==> config.mk <==
export PLATFORM = sky130hd
export DESIGN_NAME = sbox_sequencer_flat
export DESIGN_NICKNAME = d
export VERILOG_FILES = /design/src/rtl/des_pkg.sv /design/src/rtl/sbox_sequencer_if.sv /design/src/rtl/sbox_sequencer.sv /design/src/flat_wrapper.sv
export SDC_FILE = /design/constraint.sdc
export NUM_CORES = 1
export LEC_CHECK = 0
export CAP_MARGIN = 30
export CELL_PAD_IN_SITES_DETAIL_PLACEMENT = 1
export CELL_PAD_IN_SITES_GLOBAL_PLACEMENT = 1
export CORE_UTILIZATION = 41
export CTS_BUF_LIST = sky130_fd_sc_hd__clkbuf_16
export DETAILED_ROUTE_END_ITERATION = 8
export GPL_TIMING_DRIVEN = 0
export MAX_ROUTING_LAYER = met4
export PLACE_DENSITY = 0.84
export SYNTH_ARGS = -nofsm -noshare
export SYNTH_HDL_FRONTEND = slang
export SYNTH_SLANG_ARGS = --single-unit
==> constraint.sdc <==
create_clock -name clk -period 5 [get_ports clk]
set_input_delay 1 -clock clk [delete_from_list [all_inputs] [get_ports clk]]
set_output_delay 1 -clock clk [all_outputs]
set_load 0.02 [all_outputs]
==> src/rtl/des_pkg.sv <==
// rtl/des_pkg.sv - shared DES round types, widths and S-box sequencing helpers
package des_pkg;

    localparam int NUM_BOX     = 8;
    localparam int SBOX_IN_W   = 6;
    localparam int SBOX_OUT_W  = 4;
    localparam int ROUND_IN_W  = 48;
    localparam int ROUND_OUT_W = 32;

    typedef logic [2:0] sbox_idx_t;

    typedef enum logic [1:0] {
        IDLE = 2'd0,
        RUN  = 2'd1,
        DONE = 2'd2
    } seq_state_t;

    localparam sbox_idx_t LAST_IDX = sbox_idx_t'(NUM_BOX - 1);

    // Chunk k of the round word, with chunk 0 (for S1) in the top six bits.
    function automatic logic [SBOX_IN_W-1:0] get_chunk(input logic [ROUND_IN_W-1:0] w,
                                                       input sbox_idx_t k);
        int sh;
        sh = (ROUND_IN_W - SBOX_IN_W) - SBOX_IN_W * int'(k);
        return SBOX_IN_W'(w >> sh);
    endfunction

    // Replace nibble k of the result word, with nibble 0 (from S1) in the top four bits.
    function automatic logic [ROUND_OUT_W-1:0] set_nibble(input logic [ROUND_OUT_W-1:0] w,
                                                          input sbox_idx_t k,
                                                          input logic [SBOX_OUT_W-1:0] n);
        int sh;
        logic [ROUND_OUT_W-1:0] mask;
        logic [ROUND_OUT_W-1:0] ins;
        sh   = (ROUND_OUT_W - SBOX_OUT_W) - SBOX_OUT_W * int'(k);
        mask = {{(ROUND_OUT_W-SBOX_OUT_W){1'b0}}, {SBOX_OUT_W{1'b1}}} << sh;
        ins  = {{(ROUND_OUT_W-SBOX_OUT_W){1'b0}}, n} << sh;
        return (w & ~mask) | ins;
    endfunction

endpackage

==> src/rtl/sbox_sequencer_if.sv <==
// rtl/sbox_sequencer_if.sv - requester, result and shared S-box bank signals of the sequencer
interface sbox_sequencer_if;

    logic                             in_valid;
    logic                             in_ready;
    logic [des_pkg::ROUND_IN_W-1:0]   data_in;
    logic                             abort;
    des_pkg::sbox_idx_t               sbox_sel;
    logic [des_pkg::SBOX_IN_W-1:0]    sbox_in;
    logic [des_pkg::SBOX_OUT_W-1:0]   sbox_out;
    logic                             out_valid;
    logic                             out_ready;
    logic [des_pkg::ROUND_OUT_W-1:0]  data_out;
    logic                             busy;

    // Round datapath side: requester, consumer and the shared S-box bank.
    modport master (
        output in_valid, data_in, abort, out_ready, sbox_out,
        input  in_ready, out_valid, data_out, busy, sbox_sel, sbox_in
    );

    // Sequencer side.
    modport slave (
        input  in_valid, data_in, abort, out_ready, sbox_out,
        output in_ready, out_valid, data_out, busy, sbox_sel, sbox_in
    );

endinterface

==> src/rtl/sbox_sequencer.sv <==
// rtl/sbox_sequencer.sv - walks one shared S-box bank across the eight slices of a DES round
module sbox_sequencer
    import des_pkg::*;
(
    input  logic              clk,
    input  logic              n_rst,
    sbox_sequencer_if.slave   bus
);

    seq_state_t                state_q;
    sbox_idx_t                 idx_q;
    sbox_idx_t                 idx_d;
    logic [ROUND_IN_W-1:0]     word_q;
    logic [ROUND_OUT_W-1:0]    data_out_q;
    logic                      out_valid_q;
    logic                      in_ready_q;
    logic                      busy_q;
    sbox_idx_t                 sel_q;
    logic [SBOX_IN_W-1:0]      sin_q;

    assign idx_d = idx_q + sbox_idx_t'(1);

    // Sequencer FSM: the bank address for slice idx is registered one edge ahead so it is valid throughout its lookup cycle.
    always_ff @(posedge clk or negedge n_rst) begin
        if (!n_rst) begin
            state_q     <= IDLE;
            idx_q       <= '0;
            word_q      <= '0;
            data_out_q  <= '0;
            out_valid_q <= 1'b0;
            in_ready_q  <= 1'b1;
            busy_q      <= 1'b0;
            sel_q       <= '0;
            sin_q       <= '0;
        end else if (bus.abort) begin
            // Abort wins over everything; partially written result nibbles are left as they are.
            state_q     <= IDLE;
            idx_q       <= '0;
            out_valid_q <= 1'b0;
            in_ready_q  <= 1'b1;
            busy_q      <= 1'b0;
            sel_q       <= '0;
            sin_q       <= '0;
        end else begin
            case (state_q)
                IDLE: begin
                    if (bus.in_valid && in_ready_q) begin
                        word_q     <= bus.data_in;
                        idx_q      <= '0;
                        state_q    <= RUN;
                        in_ready_q <= 1'b0;
                        busy_q     <= 1'b1;
                        sel_q      <= '0;
                        sin_q      <= get_chunk(bus.data_in, '0);
                    end
                end
                RUN: begin
                    data_out_q <= set_nibble(data_out_q, idx_q, bus.sbox_out);
                    if (idx_q == LAST_IDX) begin
                        state_q     <= DONE;
                        out_valid_q <= 1'b1;
                        sel_q       <= '0;
                        sin_q       <= '0;
                    end else begin
                        idx_q <= idx_d;
                        sel_q <= idx_d;
                        sin_q <= get_chunk(word_q, idx_d);
                    end
                end
                DONE: begin
                    if (bus.out_ready) begin
                        state_q     <= IDLE;
                        idx_q       <= '0;
                        out_valid_q <= 1'b0;
                        in_ready_q  <= 1'b1;
                        busy_q      <= 1'b0;
                    end
                end
                default: begin
                    state_q     <= IDLE;
                    idx_q       <= '0;
                    out_valid_q <= 1'b0;
                    in_ready_q  <= 1'b1;
                    busy_q      <= 1'b0;
                    sel_q       <= '0;
                    sin_q       <= '0;
                end
            endcase
        end
    end

    assign bus.in_ready  = in_ready_q;
    assign bus.out_valid = out_valid_q;
    assign bus.data_out  = data_out_q;
    assign bus.busy      = busy_q;
    assign bus.sbox_sel  = sel_q;
    assign bus.sbox_in   = sin_q;

endmodule
==> src/flat_wrapper.sv <==
// flat-port wrapper written by rule: the top's interface ports become plain ports
module sbox_sequencer_flat import des_pkg::*;
  (clk, n_rst, bus_in_valid, bus_data_in, bus_abort, bus_out_ready, bus_sbox_out, bus_in_ready, bus_out_valid, bus_data_out, bus_busy, bus_sbox_sel, bus_sbox_in);
  sbox_sequencer_if bus_i ();
  input  logic clk;
  input  logic n_rst;
  input wire logic [$bits(bus_i.in_valid)-1:0] bus_in_valid;
  input wire logic [$bits(bus_i.data_in)-1:0] bus_data_in;
  input wire logic [$bits(bus_i.abort)-1:0] bus_abort;
  input wire logic [$bits(bus_i.out_ready)-1:0] bus_out_ready;
  input wire logic [$bits(bus_i.sbox_out)-1:0] bus_sbox_out;
  output wire logic [$bits(bus_i.in_ready)-1:0] bus_in_ready;
  output wire logic [$bits(bus_i.out_valid)-1:0] bus_out_valid;
  output wire logic [$bits(bus_i.data_out)-1:0] bus_data_out;
  output wire logic [$bits(bus_i.busy)-1:0] bus_busy;
  output wire logic [$bits(bus_i.sbox_sel)-1:0] bus_sbox_sel;
  output wire logic [$bits(bus_i.sbox_in)-1:0] bus_sbox_in;
  assign bus_i.in_valid = bus_in_valid;
  assign bus_i.data_in = bus_data_in;
  assign bus_i.abort = bus_abort;
  assign bus_i.out_ready = bus_out_ready;
  assign bus_i.sbox_out = bus_sbox_out;
  assign bus_in_ready = bus_i.in_ready;
  assign bus_out_valid = bus_i.out_valid;
  assign bus_data_out = bus_i.data_out;
  assign bus_busy = bus_i.busy;
  assign bus_sbox_sel = bus_i.sbox_sel;
  assign bus_sbox_in = bus_i.sbox_in;
  sbox_sequencer u_core (.clk(clk), .n_rst(n_rst), .bus(bus_i));
endmodule
# --- Word-level counts from Yosys, hierarchy flattened ---
# Index checks and enable logic that the tools add are counted.
word_totals:
  n_memories: 0
  ramBits: 0
  in_bits: 57
  latch_bits: 0
  output_inout_bits: 44
  word_cells: 67
  mem_bits_ro: 0
  reg_bits: 97
op_classes:
  n_reduce_logical: 9
  div: 0
  mul: 1
  bitwise: 4
  eq_ne: 10
  add_sub_neg: 3
  magnitude_cmp: 0
  muxes: 28
  shift: 3
op_table:
  columns: ["cell", "n"]
  rows:
  - ["48-bit by 32-bit right shift with 6-bit output", 1]
  - ["32-bit bitwise AND", 1]
  - ["32-bit NOT", 1]
  - ["32-bit OR", 1]
  - ["4-bit by 32-bit << shifter with 32-bit output", 1]
  - ["4-bit by 32-bit << shifter with 32-bit output (first input constant)", 1]
  - ["7-bit by 32-bit subtractor with 32-bit output (first input constant)", 1]
  - ["3-bit two-way mux", 6]
  - ["6-bit two-way mux", 3]
  - ["3-bit one-hot mux with 3 select lines", 2]
  - ["6-bit one-hot mux with 3 select lines", 1]
  - ["3-bit AND reduction", 5]
  - ["1-bit one-hot mux with 3 select lines", 3]
  - ["1-bit two-way mux", 8]
  - ["2-bit two-way mux", 4]
  - ["2-bit != test (second input constant)", 3]
  - ["3-bit by 2-bit != test with 1-bit output (second input constant)", 2]
  - ["3-bit != test (second input constant)", 2]
  - ["2-bit one-hot mux with 3 select lines", 1]
  - ["5-bit by 5-bit subtractor with 6-bit output (first input constant)", 1]
  - ["2-bit by 3-bit multiplier with 5-bit output (first input constant)", 1]
  - ["2-bit AND reduction", 2]
  - ["3-bit by 1-bit adder with 3-bit output (second input constant)", 1]
  - ["3-bit == test (second input constant)", 1]
  - ["other kinds (5)", 5]

# --- Depth between registers and ports, before layout ---
logic_depth:
  word_depth: 7
  ltp_mapped: 19
  depth_no_buf: 11

# --- Worst setup path after synthesis ---
# Ideal clock, no wire load.
synth_path:
  path_type: "flip-flop to flip-flop"
  start: "register u_core.idx_q[0]"
  end: "register u_core.sin_q[3], in the netlist u_core.bus.sbox_in[3]"
  path_buffers: 8
  arrival_time_ns: 4.115
  setup_slack_ns: 0.750
  path_stages_with_launch: 20
  t_required_ns: 4.865
  synth_period_minus_slack_ns: 4.250
  setup_time_ns: 0.135
  path_cell_list: "dfrtp_1 > buf_6 > buf_6 > inv_1 > buf_1 > ha_1 > buf_6 > buf_2 > buf_2 > inv_1 > fa_1 > inv_1 > ha_1 > buf_2 > clkbuf_1 > mux4_2 > nand2_1 > nand2_1 > a21oi_1 > o21ai_0"
synth_between:
  elab_chain_len: 7
  word_cells_on_any_way: 8
  classes_between: "add/sub: 2; mul: 1; eq/ne: 1; shift: 1; mux: 3"
synth_rtl:
  columns: ["element", "line_no", "source"]
  rows:
  - ["start: declaration", "sbox_sequencer.sv:11", "sbox_idx_t idx_q;"]
  - ["start signal: assignment", "sbox_sequencer.sv:65", "idx_q <= idx_d;"]
  - ["3-bit by 1-bit adder with 3-bit output", "sbox_sequencer.sv:21", "assign idx_d = idx_q + sbox_idx_t'(1);"]
  - ["2-bit by 3-bit multiplier with 5-bit output", "des_pkg.sv:24", "sh = (ROUND_IN_W - SBOX_IN_W) - SBOX_IN_W * int'(k);"]
  - ["7-bit by 32-bit subtractor with 32-bit output", "des_pkg.sv:24", null]
  - ["48-bit by 32-bit right shift with 6-bit output", "des_pkg.sv:25", "return SBOX_IN_W'(w >> sh);"]
  - ["6-bit two-way mux *", "sbox_sequencer.sv:59", "if (idx_q == LAST_IDX) begin"]
  - ["6-bit one-hot mux with 3 select lines *", "sbox_sequencer.sv:45", "case (state_q)"]
  - ["6-bit two-way mux *", "sbox_sequencer.sv:35", "end else if (bus.abort) begin"]
  - ["end signal: assignment", "sbox_sequencer.sv:54", "sin_q <= get_chunk(bus.data_in, '0);"]
  - ["end signal: assignment", "sbox_sequencer.sv:67", "sin_q <= get_chunk(word_q, idx_d);"]
  - ["end: declaration", "sbox_sequencer.sv:19", "logic [SBOX_IN_W-1:0] sin_q;"]
# Mark *: on every way between the ends. The rest lies on a longest branch, timed or not.
# A chain may end at the register's enable or synchronous reset.

# --- Worst setup path after layout ---
layout_path:
  start: "register u_core.idx_q[0]"
  end: "register u_core.sin_q[1], in the netlist u_core.bus.sbox_in[1]"
# Same word-level chain as after synthesis.

==> out/metrics.cfg <==
[finish]
drive_above_1_share_pct=11.2
nNetsFinal=672
area_delta_synth_final_pct=28.3
finalInstanceArea_um2=6720
antennaDiodeCount=0
nFillCells=1382

[die]
io_pins=101
core_area_um2=12200
fp.dieW_um=115
die_h_um=115
rows=40
start_util_pct=42.9
die-area_um2=13200

[routing]
drtPass1Iterations=5
viasPerCell=5.63
routed_wl_mm=15.6
ant_nets=0
wl_met2_mm=8.02
dr_wl_met3_um=620
drc=0
wl_met1_mm=6.43
wl_per_cell_um=20.0
drt_iter0_drc=414
top_layer=met4
num_vias=4375

[synth]
ys.warnings.count=0
synth_edf_count=0
synthFlopType=dfrtp_1
syn_inst=496
ys_seq_elements=97
synth_nets=564
async_flop_share_pct=100
yosysUniqueCellTypes=49
synth_area_um2=5240
syn_area_per_cell_um2=10.6
yosysSeqAreaShare_pct=46.4

[sta]
maxSlewViolCount=0
tightest_slew_ns=0.645
grt_setup_unrepaired=no
period_needed_ns=4.67
max_freq_ghz=0.214
finalSetupViolations=0
post-route-period-util_pct=93.3
slew_headroom_pct=56.9
finalClockSkew_ns=0.00483
finalHoldViolCount=0

[cts]
clk_pin_slew_worst_paths_ns=0.07
cts.path.max_buffers=2
cts_root_buffer=clkbuf_16
cts_setup_buffers=0
htreeDepth=3
clock-sinks=97
cts_made_buffers=9
cts_tree=done
clock_latency_ns=0.35

[critical_path]
worstSetupPathType=reg2reg
worstPathRequired_ns=5.21
cp.arrival_ns=4.88
worst_setup_path_start_kind=flip-flop
crit_path_end_kind=flip-flop
critical_path_peak_fanout=12

[power_and_ir_drop]
comb_power_share_pct=33.8
p_sw_uw=877
internal_power_mw=1.72
p_total_mw=2.59
power_frac_seq_pct=41.6
pwr-share-clk_pct=24.6
netSwitchingFraction_pct=33.8
powerDensity_nw_per_um2=386
peakVddDrop_v=0.000146
power_leakage_nw=3.04

[status]
status=finished, final reports clean

[placement]
routabilityCongestion=0.926
io_buffers=96
dp_hpwl_mm=11.8
placed_area_um2=6430

[min_path]
hold_path.class=reg2reg

[global_route]
grt_overflow=0
grt_max_degree=55
grt_usage_pct=26.1
grt_pass1_wl_mm=25.2
antenna_found_initial=0
grt_pass1_vias=4603

[flow_run]
drv_cap=0

synthesized netlist by cell type (2+ instances only):
master / count / share of area [%]
nand2_1: 182 / 13
dfrtp_1: 96 / 46
a22o_1: 31 / 5.2
mux4_2: 20 / 8.6
o21ai_0: 13 / 1.2
clkbuf_1: 11 / 0.79
nor2_1: 11 / 0.79
ha_1: 10 / 2.4
mux2_2: 10 / 2.2
a21oi_1: 9 / 0.86
mux2i_1: 9 / 1.7
mux4_1: 9 / 4.5
buf_2: 8 / 0.76
inv_1: 8 / 0.57
nand3_1: 7 / 0.67
a222oi_1: 5 / 0.96
and2_1: 5 / 0.60
nand2b_1: 5 / 0.60
a211oi_1: 4 / 0.57
buf_1: 4 / 0.29
buf_6: 3 / 0.65
nand3b_1: 3 / 0.43
xnor2_1: 3 / 0.50
a31oi_1: 2 / 0.24
nand4_1: 2 / 0.24
nor3_1: 2 / 0.19
o22ai_1: 2 / 0.24
state kept, by name (all words and copies together), names as in the netlist:
register              count
u_core.bus.sbox_in        6
u_core.bus.in_ready       1
u_core.bus.sbox_sel       3
u_core.word_q            48
u_core.state_q            2
u_core.bus.busy           1
u_core.bus.data_out      32
u_core.bus.out_valid      1
u_core.idx_q              3
cells by family (layout without fill, tap and decap cells):
family	Yosys count	in the layout	synth area share, %
AO/OA/AOI/OAI	73	73	10.3
multiplexers	50	50	17.8
buffers and inverters	36	149	3.59
flip-flops	97	97	46.4
XOR/XNOR	4	4	0.956
AND/OR/NAND/NOR	225	225	18.2
adder cells (fa/ha/maj)	11	11	2.77
metrics by stage:
stage	cells	setup WS [ns]	TNS [ns]	util [%]	hold slack [ns]
floorplan	496	0.750	0	-	0.440
global placement	760	-0.538	-52.36	52.5	0.465
detailed placement	761	-0.419	-2.22	52.7	0.476
CTS	777	0.0540	0	54.9	0.492
global route	777	0.0514	0	55.0	0.524
finish	777	0.334	0	55.0	0.492
critical path: stages, from the launching register on:
cell and delay [ns]:
dfrtp_1 0.42, buf_6 0.20, buf_6 0.20, inv_1 0.15
clkbuf_4 0.26, ha_1 0.35, buf_6 0.17, buf_6 0.18
buf_4 0.22, inv_1 0.14, fa_1 0.59, inv_1 0.09
ha_1 0.27, clkbuf_4 0.22, buf_6 0.19, mux2_2 0.38
a222oi_1 0.35, nand3_1 0.13
cell usage in the layout, fill, tap and decap left out, types with 2 or more instances in the layout:
cell type	synthesis	layout
a222oi_1	5	5
mux4_1	9	9
clkbuf_1	11	10
inv_1	8	9
nand2b_1	5	5
dfrtp_1	96	96
nand2_1	182	182
buf_6	3	5
clkbuf_4	0	2
and2_1	5	5
mux2_2	10	10
buf_1	4	3
a211oi_1	4	4
mux2i_1	9	9
clkdlybuf4s50_1	0	95
buf_4	1	3
mux4_2	20	20
clkbuf_16	0	9
a21oi_1	9	9
o22ai_1	2	2
ha_1	10	10
nor2_1	11	11
a31oi_1	2	2
xnor2_1	3	3
clkinv_1	0	2
nand3_1	7	7
nand4_1	2	2
a22o_1	31	31
o21ai_0	13	13
nor3_1	2	2
clkinvlp_4	0	3
buf_2	8	4
nand3b_1	3	3
layer usage:
metal	vias up	track usage (%)
met3	39	2.95
met4	0	11.1
met1	2209	31.3
li1	1978	-
met2	149	44.7
met5	-	-
power groups by stage:
stage | Clock [mW] | Sequential (mW) | Combinational (mW)
2_1_floorplan | 0 | 1.08 | 0.529
3_3_place_gp | 0 | 1.07 | 0.829
3_5_place_dp | 0 | 1.09 | 0.863
4_1_cts | 0.648 | 1.08 | 0.875
5_1_grt | 0.678 | 1.09 | 0.951
6_report | 0.638 | 1.08 | 0.877
worst paths after layout:
kind                                        from  depth (start not counted)                      end  slack (ns)
worst min-delay path            u_core.word_q[1]                          2         u_core.word_q[1]        0.49
min in group asynchronous                  n_rst                          1  u_core.bus.data_out[19]        0.65
worst min register to register  u_core.word_q[1]                          2         u_core.word_q[1]        0.49
worst max register to register   u_core.idx_q[0]                         17    u_core.bus.sbox_in[1]        0.33
max in group asynchronous                  n_rst                          2      u_core.bus.in_ready        3.64
worst max-delay path             u_core.idx_q[0]                         17    u_core.bus.sbox_in[1]        0.33
area by class of cell:
class                           count  area, um^2  share of cell area [%]
Buffer                             28         180                    2.68
Clock inverter                      7        38.8                   0.577
Multi-Input combinational cell    363        2620                    39.0
Sequential cell                    97        2430                    36.2
Inverter                            8        30.0                   0.447
Clock buffer                        9         225                    3.35
Timing Repair Buffer               97         986                    14.7
Tap cell                          168         210                    3.13
repair_timing:
action | CTS | global route
resized for setup | 4 | 6
setup endpoints to repair | 6 | 6
hold buffers | 0 | 0
hold endpoints to repair | 0 | 0
No activity file was read; power rests on OpenSTA's default activity.
